$ cat src/rtl/immgen_pkg.sv
// Shared opcode constants and immediate format codes for the immediate-generation stage.
package immgen_pkg;

    localparam logic [6:0] OPC_LOAD     = 7'b0000011;
    localparam logic [6:0] OPC_MISC_MEM = 7'b0001111;
    localparam logic [6:0] OPC_OP_IMM   = 7'b0010011;
    localparam logic [6:0] OPC_AUIPC    = 7'b0010111;
    localparam logic [6:0] OPC_OP_IMM32 = 7'b0011011;
    localparam logic [6:0] OPC_STORE    = 7'b0100011;
    localparam logic [6:0] OPC_OP       = 7'b0110011;
    localparam logic [6:0] OPC_LUI      = 7'b0110111;
    localparam logic [6:0] OPC_OP32     = 7'b0111011;
    localparam logic [6:0] OPC_BRANCH   = 7'b1100011;
    localparam logic [6:0] OPC_JALR     = 7'b1100111;
    localparam logic [6:0] OPC_JAL      = 7'b1101111;
    localparam logic [6:0] OPC_SYSTEM   = 7'b1110011;

    typedef enum logic [2:0] {
        FMT_NONE  = 3'd0,
        FMT_I     = 3'd1,
        FMT_S     = 3'd2,
        FMT_B     = 3'd3,
        FMT_U     = 3'd4,
        FMT_J     = 3'd5,
        FMT_SHAMT = 3'd6,
        FMT_CSRZ  = 3'd7
    } imm_fmt_e;

    // slli/srli/srai share funct3[1:0]=01; the arithmetic bit lives in the immediate field.
    function automatic logic is_shift(input logic [2:0] funct3);
        return funct3[1:0] == 2'b01;
    endfunction

endpackage

$ cat src/rtl/immgen_decode.sv
// Combinational immediate decoder: extracts and extends the immediate, classifies the format,
// and flags unrecognised opcodes.
module immgen_decode
    import immgen_pkg::*;
#(
    parameter int XLEN     = 32,
    parameter int EN_ZICSR = 1
) (
    input  logic [31:0]     inst,
    output logic [XLEN-1:0] imm,
    output imm_fmt_e        fmt,
    output logic            illegal
);

    localparam bit RV64 = (XLEN == 64);

    logic [31:0] imm_i, imm_s, imm_b, imm_u, imm_j;

    assign imm_i = {{20{inst[31]}}, inst[31:20]};
    assign imm_s = {{20{inst[31]}}, inst[31:25], inst[11:7]};
    assign imm_b = {{19{inst[31]}}, inst[31], inst[7], inst[30:25], inst[11:8], 1'b0};
    assign imm_u = {inst[31:12], 12'b0};
    assign imm_j = {{11{inst[31]}}, inst[31], inst[19:12], inst[20], inst[30:21], 1'b0};

    function automatic logic [XLEN-1:0] sext(input logic [31:0] v);
        return XLEN'($signed(v));
    endfunction

    // NOTE: every output gets a default before the case so no path can infer a latch.
    always_comb begin
        imm     = '0;
        fmt     = FMT_NONE;
        illegal = 1'b0;
        case (inst[6:0])
            OPC_LOAD, OPC_JALR: begin
                fmt = FMT_I;
                imm = sext(imm_i);
            end
            OPC_OP_IMM: begin
                if (is_shift(inst[14:12])) begin
                    fmt = FMT_SHAMT;
                    imm = RV64 ? XLEN'(inst[25:20]) : XLEN'(inst[24:20]);
                end else begin
                    fmt = FMT_I;
                    imm = sext(imm_i);
                end
            end
            OPC_OP_IMM32: begin
                if (!RV64) begin
                    illegal = 1'b1;
                end else if (is_shift(inst[14:12])) begin
                    fmt = FMT_SHAMT;
                    imm = XLEN'(inst[24:20]);
                end else begin
                    fmt = FMT_I;
                    imm = sext(imm_i);
                end
            end
            OPC_STORE: begin
                fmt = FMT_S;
                imm = sext(imm_s);
            end
            OPC_BRANCH: begin
                fmt = FMT_B;
                imm = sext(imm_b);
            end
            OPC_JAL: begin
                fmt = FMT_J;
                imm = sext(imm_j);
            end
            OPC_LUI, OPC_AUIPC: begin
                fmt = FMT_U;
                imm = sext(imm_u);
            end
            OPC_SYSTEM: begin
                if (EN_ZICSR != 0 && inst[14]) begin
                    fmt = FMT_CSRZ;
                    imm = XLEN'(inst[19:15]);
                end
            end
            OPC_OP, OPC_MISC_MEM: ;
            OPC_OP32: illegal = !RV64;
            default:  illegal = 1'b1;
        endcase
    end

endmodule

$ cat src/rtl/immgen_stage.sv
// Registered immediate-generation stage: decoder feeding a one-cycle output register backed by a
// skid entry, so upstream ready is a flop and streaming runs without bubbles.
module immgen_stage
    import immgen_pkg::*;
#(
    parameter int XLEN     = 32,
    parameter int TAG_W    = 32,
    parameter int EN_ZICSR = 1
) (
    input  logic             i_clk,
    input  logic             i_reset,
    input  logic             i_flush,
    input  logic             i_valid,
    output logic             o_ready,
    input  logic [31:0]      i_inst,
    input  logic [TAG_W-1:0] i_tag,
    output logic             o_valid,
    input  logic             i_ready,
    output logic [31:0]      o_inst,
    output logic [XLEN-1:0]  o_imm,
    output logic [2:0]       o_fmt,
    output logic             o_illegal,
    output logic [TAG_W-1:0] o_tag
);

    typedef struct packed {
        logic [31:0]      inst;
        logic [XLEN-1:0]  imm;
        imm_fmt_e         fmt;
        logic             illegal;
        logic [TAG_W-1:0] tag;
    } entry_t;

    logic [XLEN-1:0] dec_imm;
    imm_fmt_e        dec_fmt;
    logic            dec_illegal;
    entry_t          in_entry, out_q, skid_q;
    logic            out_valid_q, skid_valid_q;
    logic            accept, out_load, skid_load;

    immgen_decode #(.XLEN(XLEN), .EN_ZICSR(EN_ZICSR)) u_decode (
        .inst    (i_inst),
        .imm     (dec_imm),
        .fmt     (dec_fmt),
        .illegal (dec_illegal)
    );

    assign in_entry  = '{inst: i_inst, imm: dec_imm, fmt: dec_fmt, illegal: dec_illegal, tag: i_tag};
    assign accept    = i_valid & ~skid_valid_q;
    assign out_load  = ~out_valid_q | i_ready;
    assign skid_load = accept & out_valid_q & ~i_ready;

    // NOTE: all state uses non-blocking assignment so every flop samples pre-edge values.
    always_ff @(posedge i_clk or posedge i_reset) begin
        if (i_reset) begin
            out_valid_q  <= 1'b0;
            skid_valid_q <= 1'b0;
            out_q        <= '0;
        end else if (i_flush) begin
            out_valid_q  <= 1'b0;
            skid_valid_q <= 1'b0;
        end else begin
            if (out_load) begin
                if (skid_valid_q) begin
                    out_q        <= skid_q;
                    out_valid_q  <= 1'b1;
                    skid_valid_q <= 1'b0;
                end else if (accept) begin
                    out_q       <= in_entry;
                    out_valid_q <= 1'b1;
                end else begin
                    out_valid_q <= 1'b0;
                end
            end
            if (skid_load) skid_valid_q <= 1'b1;
        end
    end

    // NOTE: the skid payload has no reset; it is only ever read while skid_valid_q is set.
    always_ff @(posedge i_clk) begin
        if (skid_load) skid_q <= in_entry;
    end

    assign o_ready   = ~skid_valid_q;
    assign o_valid   = out_valid_q;
    assign o_inst    = out_q.inst;
    assign o_imm     = out_q.imm;
    assign o_fmt     = out_q.fmt;
    assign o_illegal = out_q.illegal;
    assign o_tag     = out_q.tag;

endmodule

$ cat config.mk
export PLATFORM = sky130hd
export DESIGN_NAME = immgen_stage
export DESIGN_NICKNAME = d
export VERILOG_FILES = /design/src/rtl/immgen_pkg.sv /design/src/rtl/immgen_decode.sv /design/src/rtl/immgen_stage.sv
export SDC_FILE = /design/constraint.sdc
export NUM_CORES = 1
export LEC_CHECK = 0
export BUFFER_PORTS_ARGS = -buffer_cell sky130_fd_sc_hd__buf_2
export CAP_MARGIN = 20
export CELL_PAD_IN_SITES_DETAIL_PLACEMENT = 2
export CELL_PAD_IN_SITES_GLOBAL_PLACEMENT = 2
export CORE_MARGIN = 3
export CORE_UTILIZATION = 33
export DETAILED_ROUTE_END_ITERATION = 7
export GPL_TIMING_DRIVEN = 0
export PLACE_DENSITY = 0.73
export SYNTH_ARGS = -nofsm -noshare
export SYNTH_HDL_FRONTEND = slang
export SYNTH_SLANG_ARGS = --single-unit
$ cat constraint.sdc
create_clock -name i_clk -period 4.2 [get_ports i_clk]
set_clock_uncertainty 0.1 [all_clocks]
set_input_delay 0.84 -clock i_clk [delete_from_list [all_inputs] [get_ports i_clk]]
set_output_delay 0.84 -clock i_clk [all_outputs]
set_load 0.01 [all_outputs]
After elaboration in Yosys (flattened, before gate mapping) --
Index checks and enable logic that the tools add are counted.
Word-level totals: flip-flop bits (word level) 202, latch bits 0, memory bits (writable) 0, bits in read-only memories 0, input port bits 69, output and inout bits 102, logic and storage cells 55, memories 0
Cells by class: $add $sub $neg 0, $mul 0, divide/modulo/power cells 0, $lt $le $gt $ge 0, equality and inequality tests 12, shifts and indexed selects 0, muxes and demuxes 16, bitwise logic cells 8, reductions and logical operators 7
Operators with widths (count):
- 32-bit case mux with 7 select lines | 1
- 100-bit 2-to-1 mux | 2
- 32-bit 2-to-1 mux | 1
- 7-bit == test, second input constant | 4
- 7-bit by 6-bit == test with 1-bit output, second input constant | 3
- 3-bit case mux with 7 select lines | 1
- 7-bit by 5-bit == test with 1-bit output, second input constant | 2
- 11-bit OR reduction | 1
- 1-bit 2-to-1 mux | 8
- 7-bit by 2-bit == test with 1-bit output, second input constant | 1
- 7-bit by 4-bit == test with 1-bit output, second input constant | 1
- 3-bit 2-to-1 mux | 2
- 5-bit 2-to-1 mux | 1
- 1-bit NOT | 4
- 2-bit nonzero test | 2
- 2-bit OR reduction | 2
- 1-bit AND | 3
- 3-bit AND reduction | 1
- 3-bit nonzero test | 1
- 2-bit by 1-bit == test with 1-bit output, second input constant | 1
- 1-bit OR | 1

Logic depth before layout (Yosys ltp) --
Gate-level depths: netlist (run 1).
depth in word-level cells 6, depth in mapped cells 9, depth with buffers taken out 5

Cells and area by module --
A second synthesis (run 1) with hierarchy kept.
Unflattened totals: cells, all modules 557, area, all modules 9721.8 um2
By module, submodules not included:
- immgen_stage | instances 1, cells an instance 433, area each 8899.8 um2, sequential area each 5555.3 um2
- immgen_decode | instances 1, cells an instance 124, area each 822.0 um2, sequential area each 0.0 um2

Worst setup path before layout (run 1) --
OpenSTA, ideal clock, no wires.
kind reg2reg, start point register skid_valid_q, end point register skid_q[0] (netlist name), enable pin, library setup time 0.471 ns, arrival time 3.494 ns, required time 3.629 ns, path slack 0.135 ns, cell stages (with the launch flop) 6, path buffers 3, period minus slack after synthesis 4.065 ns, cells stage by stage dfrtp_1 -> buf_4 -> inv_1 -> clkbuf_1 -> clkbuf_1 -> and3_1
On the way: cells in the longest elaborated chain, start to end 4
Ends and longest elaborated chain:
- start: declaration | RTL line immgen_stage.sv:38 | logic out_valid_q, skid_valid_q;
- start signal: assignment | RTL line immgen_stage.sv:57 | skid_valid_q <= 1'b0;
- start signal: assignment | RTL line immgen_stage.sv:61 | skid_valid_q <= 1'b0;
- start signal: assignment | RTL line immgen_stage.sv:67 | skid_valid_q <= 1'b0;
- 1-bit NOT
- via o_ready | RTL line immgen_stage.sv:14 | output logic o_ready,
- 1-bit AND | RTL line immgen_stage.sv:49 | assign accept = i_valid & ~skid_valid_q;
- 1-bit AND (2 in series) | RTL line immgen_stage.sv:51 | assign skid_load = accept & out_valid_q & ~i_ready;
- via skid_load | RTL line immgen_stage.sv:39 | logic accept, out_load, skid_load;
- end signal: assignment | RTL line immgen_stage.sv:81 | if (skid_load) skid_q <= in_entry;
- end: declaration | RTL line immgen_stage.sv:37 | entry_t in_entry, out_q, skid_q;
The timed path passes the listed nets, and every way through them passes these cells. A chain may end at the register's enable or synchronous reset.

Worst setup path in the final report (run 1) --
start point register skid_valid_q, end point register skid_q[81] (netlist name), enable pin
On the way: cells in the longest elaborated chain, start to end 4
Ends and longest elaborated chain (RTL line):
- 1-bit NOT | immgen_stage.sv:49
- 1-bit AND | immgen_stage.sv:49
- 1-bit AND (2 in series) | immgen_stage.sv:51
- via skid_load | immgen_stage.sv:39
The timed path passes the listed nets, and every way through them passes these cells.

==> results.json, run 1 <==
{
  "reg2reg_slack_ns": 1.05,
  "cp-end-kind": "flip-flop",
  "drtPass1Iterations": 4,
  "clockBufferDepth": 3,
  "wirelength_mm": 27.1,
  "root_buffer": "clkbuf_16",
  "port_buffers": 170,
  "coreArea_um2": 24700,
  "cts_buffers": 24,
  "nets": 946,
  "grt_pass1_wl_mm": 41.9,
  "cts_tree": "yes",
  "ant_nets": 0,
  "die_y_um": 166,
  "antennaDiodeCount": 0,
  "power.leakage_uw": 0.00444,
  "htreeDepth": 1,
  "ys_seq_area_share_pct": 66.0,
  "yosysWarnings": 0,
  "worstSetupPathType": "reg -> reg",
  "pre_cts_slack_ns": 0.977,
  "vias_per_cell": 5.17,
  "netlist_instances": 679,
  "r2r_end": "skid_q[81]$_DFFE_PP_",
  "synth-seq-cells": 202,
  "relSlewSlack_pct": 28.8,
  "p_total_uw": 4930,
  "ys_types": 53,
  "clkTransAtPathRegs_ns": 0.06,
  "syn_avg_cell_area_um2": 12.4,
  "final_hold_viol_count": 0,
  "synth_fp_nets": 748,
  "holdBufCountCts": 0,
  "die_area_um2": 27500,
  "fin_setup_tns_ns": 0,
  "final.setup.worst_slack_ns": 1.05,
  "async_reset_ff_share_pct": 50.5,
  "max_freq_mhz": 317,
  "start_util_pct": 34.1,
  "clk_latency_ns": 0.52,
  "crit_path_max_fanout": 60,
  "grt_pass1_vias": 6897,
  "setup_viol": 0,
  "drt_drc_violations_left": 0,
  "synthFlopType": "dfrtp_1",
  "die-width_um": 166,
  "ir_worst_vdd_mv": 0.246,
  "boundaryPins": 171,
  "rows": 57,
  "cts_setup_buffers": 0,
  "cts_resized": 0,
  "grt_max_degree": 68,
  "worst_ep_arrival_time_ns": 3.25,
  "power_density_nw_per_um2": 470,
  "drv_slew": 0,
  "synth-edff-count": 100,
  "rr_worst_depth": 6,
  "first_iter_violations": 357,
  "cp.required_ns": 4.30,
  "syn_area_um2": 8420,
  "grt_usage_pct": 19.1,
  "place_hpwl_mm": 18.2,
  "post_drt_wl_per_cell_um": 22.2,
  "worst_hold_path_type": "in -> async",
  "status": "completed",
  "rsz0062_at_grt": "false",
  "gr-total-overflow": 0,
  "post-route-period-util_pct": 75.0,
  "r2r-start": "skid_valid_q$_DFFE_PP0P_",
  "timing.max_cap.violations": 0,
  "tightestPinTransition_ns": 1.07,
  "drive_above_1_share_pct": 27.3,
  "gp_congestion": 0.778,
  "syn2layout_area_growth_pct": 24.6,
  "crit_path_start_kind": "flip-flop",
  "cts.sinks": 202,
  "fin_crit_ns": 3.15,
  "vias": 6299,
  "antenna_found_initial": 2
}
## logic make-up after synthesis
| kind of cell | share of synthesized area, % |
|---|---|
| AO/OA/AOI/OAI | 12.0 |
| XOR/XNOR | 0.104 |
| buffers and inverters | 2.96 |
| flip-flops | 66.0 |
| multiplexers | 7.61 |
| AND/OR/NAND/NOR | 11.4 |
## worst max path at each step
stage,start,to,cells after the start
floorplan,skid_valid_q$_DFFE_PP0P_,skid_q[0]$_DFFE_PP_,5
global placement,skid_valid_q$_DFFE_PP0P_,skid_q[76]$_DFFE_PP_,5
detailed placement,skid_valid_q$_DFFE_PP0P_,skid_q[76]$_DFFE_PP_,6
CTS,skid_valid_q$_DFFE_PP0P_,skid_q[37]$_DFFE_PP_,6
global route,skid_valid_q$_DFFE_PP0P_,skid_q[86]$_DFFE_PP_,6
finish,skid_valid_q$_DFFE_PP0P_,skid_q[81]$_DFFE_PP_,6
## worst max-delay path, cell delays in order (launching register included)
cell	delay, ns
dfrtp_1	0.36
buf_4	0.17
inv_1	0.09
clkbuf_1	0.32
clkbuf_1	0.48
and3_4	0.93
buf_16	0.32
## per-layer routing
metal,up-vias,routed length (µm),global-route usage [%]
met5,-,21,0
met4,4,375,3.62
met3,38,1410,3.62
met2,178,13000,31.9
met1,3234,12300,26.4
li1,2845,-,-
## layout make-up
cell class	instances	area, µm²
Clock inverter	5	60.1
Timing Repair Buffer	172	906
Tap cell	324	405
Inverter	4	20.0
Buffer	44	234
Clock buffer	39	687
Multi-Input combinational cell	429	2620
Sequential cell	202	5560
Fill cell	2623	14200
## cell usage in the layout (no fill, tap or decap), types with 2 or more instances in the layout
cell type / n
mux2i_1: 64
nor3_2: 2
nand3b_1: 3
nor2_1: 13
clkinv_2: 2
clkbuf_16: 24
and2_1: 2
o21ai_1: 3
and3_1: 8
a221o_1: 7
a21oi_1: 15
buf_4: 2
a31oi_1: 17
nor2b_1: 9
nand3_1: 4
o21ai_0: 91
nand2b_1: 12
buf_2: 189
o21ba_2: 2
clkbuf_1: 30
a21o_1: 13
dfrtp_1: 102
a22oi_1: 4
o21bai_1: 2
nand2_1: 116
inv_1: 3
edfxtp_1: 100
or3_1: 15
buf_16: 2
clkbuf_8: 3
buf_6: 5
## synth_stat cells (12+ instances only)
library cell,n,area [µm²]
a21oi_1,15,75.1
nand2b_1,12,75.1
or3_1,15,93.8
a31oi_1,17,106
nand2_1,116,435
mux2i_1,64,641
o21ai_0,91,455
edfxtp_1,100,3000
buf_2,19,95.1
a21o_1,13,97.6
clkbuf_1,18,67.6
nor2_1,13,48.8
dfrtp_1,102,2550
## where the power goes
part / internal, µW / total (µW) / switching, µW
clock: 1180 / 2020 / 838
combinational: 219 / 588 / 369
sequential: 2240 / 2320 / 83.7
total: 3640 / 4930 / 1290
## per-stage QoR
stage          hold WS (ns)  util [%]  area, µm²  cells
2_1_floorplan         0.393         -       8420    679
3_3_place_gp          0.356      39.2       9670   1173
3_5_place_dp          0.364      39.5       9740   1175
4_1_cts               0.214      42.5      10500   1219
5_1_grt               0.222      42.5      10500   1219
6_report              0.216      42.5      10500   1219
## sequential cells by signal, indices dropped and copies added (netlist names)
name          count
o_valid           1
o_fmt             3
o_imm            32
o_illegal         1
o_inst           32
skid_q          100
o_tag            32
skid_valid_q      1
No activity file was read; power rests on OpenSTA's default activity.
==> inputs of run 2 (changes only) <==
--- a/config.mk
+++ b/config.mk
@@ -5,15 +5,16 @@
 export SDC_FILE = /design/constraint.sdc
 export NUM_CORES = 1
 export LEC_CHECK = 0
+export ABC_AREA = 1
 export BUFFER_PORTS_ARGS = -buffer_cell sky130_fd_sc_hd__buf_2
 export CAP_MARGIN = 20
 export CELL_PAD_IN_SITES_DETAIL_PLACEMENT = 2
 export CELL_PAD_IN_SITES_GLOBAL_PLACEMENT = 2
 export CORE_MARGIN = 3
-export CORE_UTILIZATION = 33
+export CORE_UTILIZATION = 34
 export DETAILED_ROUTE_END_ITERATION = 7
 export GPL_TIMING_DRIVEN = 0
-export PLACE_DENSITY = 0.73
+export PLACE_DENSITY = 0.77
 export SYNTH_ARGS = -nofsm -noshare
 export SYNTH_HDL_FRONTEND = slang
 export SYNTH_SLANG_ARGS = --single-unit
==> constraint.sdc (replaced) <==
create_clock -name i_clk -period 3.2 [get_ports i_clk]
set_clock_uncertainty 0.1 [all_clocks]
set_input_delay 0.64 -clock i_clk [delete_from_list [all_inputs] [get_ports i_clk]]
set_output_delay 0.64 -clock i_clk [all_outputs]
set_load 0.01 [all_outputs]
==> run 2 against run 1 <==
- critical path depth down 1
- utilization up 0.87 points
- setup slack worse by 0.86 ns
- routed wire length up 21%
- cell count up 28%
- largest cell class unchanged
- highest routed layer is now met4
==> results.json, run 2 <==
{
  "muxShareOfSynthArea_pct": 0,
  "finish.utilization_pct": 43.4,
  "final.setup.worst_slack_ns": 0.186,
  "coreArea_um2": 26100,
  "htreeDepth": 1,
  "crit_start": "skid_valid_q$_DFFE_PP0P_",
  "grt.busiest_layer": "met2",
  "synth_top_area_share_pct": 33.2,
  "synth_compound_area_share_pct": 6.92,
  "layout.cells.most_common_list": "nand2_1, nor2_1, buf_2",
  "worst_path_largest_cell_delay_ns": 0.50,
  "cp.required_ns": 2.46,
  "global_route.usage.met2_pct": 39.7,
  "grt_max_degree": 40,
  "syn_avg_cell_area_um2": 9.05,
  "cts_tree": "yes",
  "async_reset_ff_share_pct": 50.5,
  "fin_setup_tns_ns": 0,
  "largest_reg_flops": 100,
  "netlist_instances": 1000,
  "timing.max_cap.violations": 0,
  "cts_resized": 0,
  "tightestPinTransition_ns": 0.831,
  "yosysWarnings": 0,
  "place_hpwl_mm": 23.9,
  "clockBufferDepth": 3,
  "boundaryPins": 171,
  "root_buffer": "clkbuf_16",
  "hold_ws_ns": 0.127,
  "worstSetupPathType": "reg -> out",
  "ir_worst_vdd_mv": 0.314,
  "final_hold_viol_count": 0,
  "drt_drc_violations_left": 0,
  "yosys.area_share.simple_pct": 26.5,
  "largest_register": "skid_q",
  "ys_types": 28,
  "vias_per_cell": 5.09,
  "cts_buffers": 24,
  "clk_latency_ns": 0.52,
  "r2r-start": "skid_valid_q$_DFFE_PP0P_",
  "synth_xor_area_share_pct": 0,
  "die-width_um": 169,
  "synth_common_cells": "nand2_1, nor2_1, dfrtp_1",
  "worst_hold_path_type": "in -> async",
  "crit_family": "buffers and inverters",
  "grt_usage_pct": 22.8,
  "synthFlopType": "dfrtp_1",
  "holdBufCountCts": 0,
  "cp_num_buf_inv": 5,
  "crit_path_start_kind": "flip-flop",
  "first_iter_violations": 498,
  "cp-end-kind": "primary output",
  "relSlewSlack_pct": 44.4,
  "synth_top_family_by_area": "simple AND/OR/NAND/NOR gates",
  "gr-total-overflow": 0,
  "rsz0062_at_grt": "false",
  "max_freq_mhz": 332,
  "ant_nets": 0,
  "cts_setup_buffers": 0,
  "port_buffers": 170,
  "setup_viol": 0,
  "cts.sinks": 202,
  "gp_congestion": 0.821,
  "status": "completed",
  "power_density_nw_per_um2": 589,
  "vias": 7934,
  "synth_fp_nets": 1069,
  "synth_most_common_cell": "nand2_1",
  "die_y_um": 169,
  "slowest_stage": "buf_1",
  "syn2layout_area_growth_pct": 25.2,
  "ys_top_cells_by_area": "edfxtp_1, dfrtp_1, nand2_1",
  "start_util_pct": 34.6,
  "synth-edff-count": 100,
  "post-route-period-util_pct": 94.2,
  "wirelength_mm": 32.9,
  "synth_area_leader_cell": "edfxtp_1",
  "crit_chain": "buf_4 -> inv_4 -> buf_2 -> buf_1 -> buf_2",
  "synth-seq-cells": 202,
  "pre_cts_slack_ns": 0.615,
  "final_common_cell": "nand2_1",
  "fin_crit_ns": 3.01,
  "crit_path_max_fanout": 10,
  "power.leakage_uw": 0.00571,
  "grt_pass1_vias": 8590,
  "cpMostUsedCell": "buf_2",
  "nets": 1273,
  "antenna_found_initial": 2,
  "syn_area_um2": 9050,
  "grt_use_met1_pct": 30.9,
  "ys_seq_area_share_pct": 61.4,
  "rows": 59,
  "drtPass1Iterations": 5,
  "grtUsageMet3_pct": 2.45,
  "post_drt_wl_per_cell_um": 21.1,
  "worst_ep_arrival_time_ns": 2.27,
  "die_area_um2": 28600,
  "drive_above_1_share_pct": 22.0,
  "clkTransAtPathRegs_ns": 0.06,
  "drv_slew": 0,
  "yosys.area_share.adder_pct": 0,
  "grt_pass1_wl_mm": 50.9
}
[run 2: changes by cell type after synthesis, moves of 17 or more]
| cell | previous run | this run |
|---|---|---|
| o31ai_1 | 1 | 39 |
| a31oi_1 | 17 | 0 |
| inv_1 | 4 | 49 |
| nor2_1 | 13 | 206 |
| nand4_1 | 0 | 34 |
| o21ai_0 | 91 | 57 |
| nand3_1 | 4 | 51 |
| mux2i_1 | 64 | 0 |
| nand2_1 | 116 | 275 |
[run 2: per-layer routing]
| layer | wire length (µm) | vias to the layer above |
|---|---|---|
| met2 | 16200 | 152 |
| met5 | 0 | - |
| met4 | 540 | 0 |
| li1 | - | 3720 |
| met1 | 14900 | 4028 |
| met3 | 1210 | 34 |
[run 2: metrics by stage]
step | std cells | area (µm²) | power (µW)
finish | 1558 | 11300 | 6680
global route | 1558 | 11300 | 6960
CTS | 1556 | 11300 | 6760
detailed placement | 1513 | 10500 | 3970
global placement | 1505 | 10300 | 3910
floorplan | 1000 | 9080 | 3500
[run 2: worst register-to-register path: stages, from the launching register on]
cell and delay [ns]:
dfrtp_1 0.36, buf_4 0.17, clkbuf_2 0.28, nor3_4 0.78, buf_16 0.25, buf_8 0.18, buf_16 0.17
[run 2: kinds of logic after synthesis]
group	count (synthesis)
AND/OR/NAND/NOR	582
flip-flops	202
buffers and inverters	112
AO/OA/AOI/OAI	104
[run 2: final timing paths]
| kind | slack [ns] | cells after the start | end |
|---|---|---|---|
| worst min-delay path | 0.13 | 2 | o_tag[6]$_DFFE_PP0P_ |
| max in group asynchronous | 1.96 | 4 | o_valid$_DFFE_PP0P_ |
| worst max-delay path | 0.19 | 5 | o_ready |
| worst min register to register | 0.38 | 2 | o_imm[27]$_DFFE_PP0P_ |
| min in group i_clk | 0.21 | 1 | skid_q[20]$_DFFE_PP_ |
| worst max register to register | 0.61 | 6 | skid_q[58]$_DFFE_PP_ |
[run 2: where the power goes]
group	total (µW)	internal (µW)	switching, µW
clock	2750	1640	1110
sequential	3050	2940	112
combinational	877	306	572
total	6680	4890	1790
[run 2: area by class of cell]
cell class | instances | area, µm²
plain buffers | 59 | 274
flip-flops and latches | 202 | 5560
well taps | 335 | 419
clock buffers | 41 | 778
clock inverters | 2 | 10.0
inverters | 53 | 205
repair buffers | 178 | 1040
fillers | 2889 | 14800
diodes | 2 | 5.00
multi-input cells | 686 | 3040
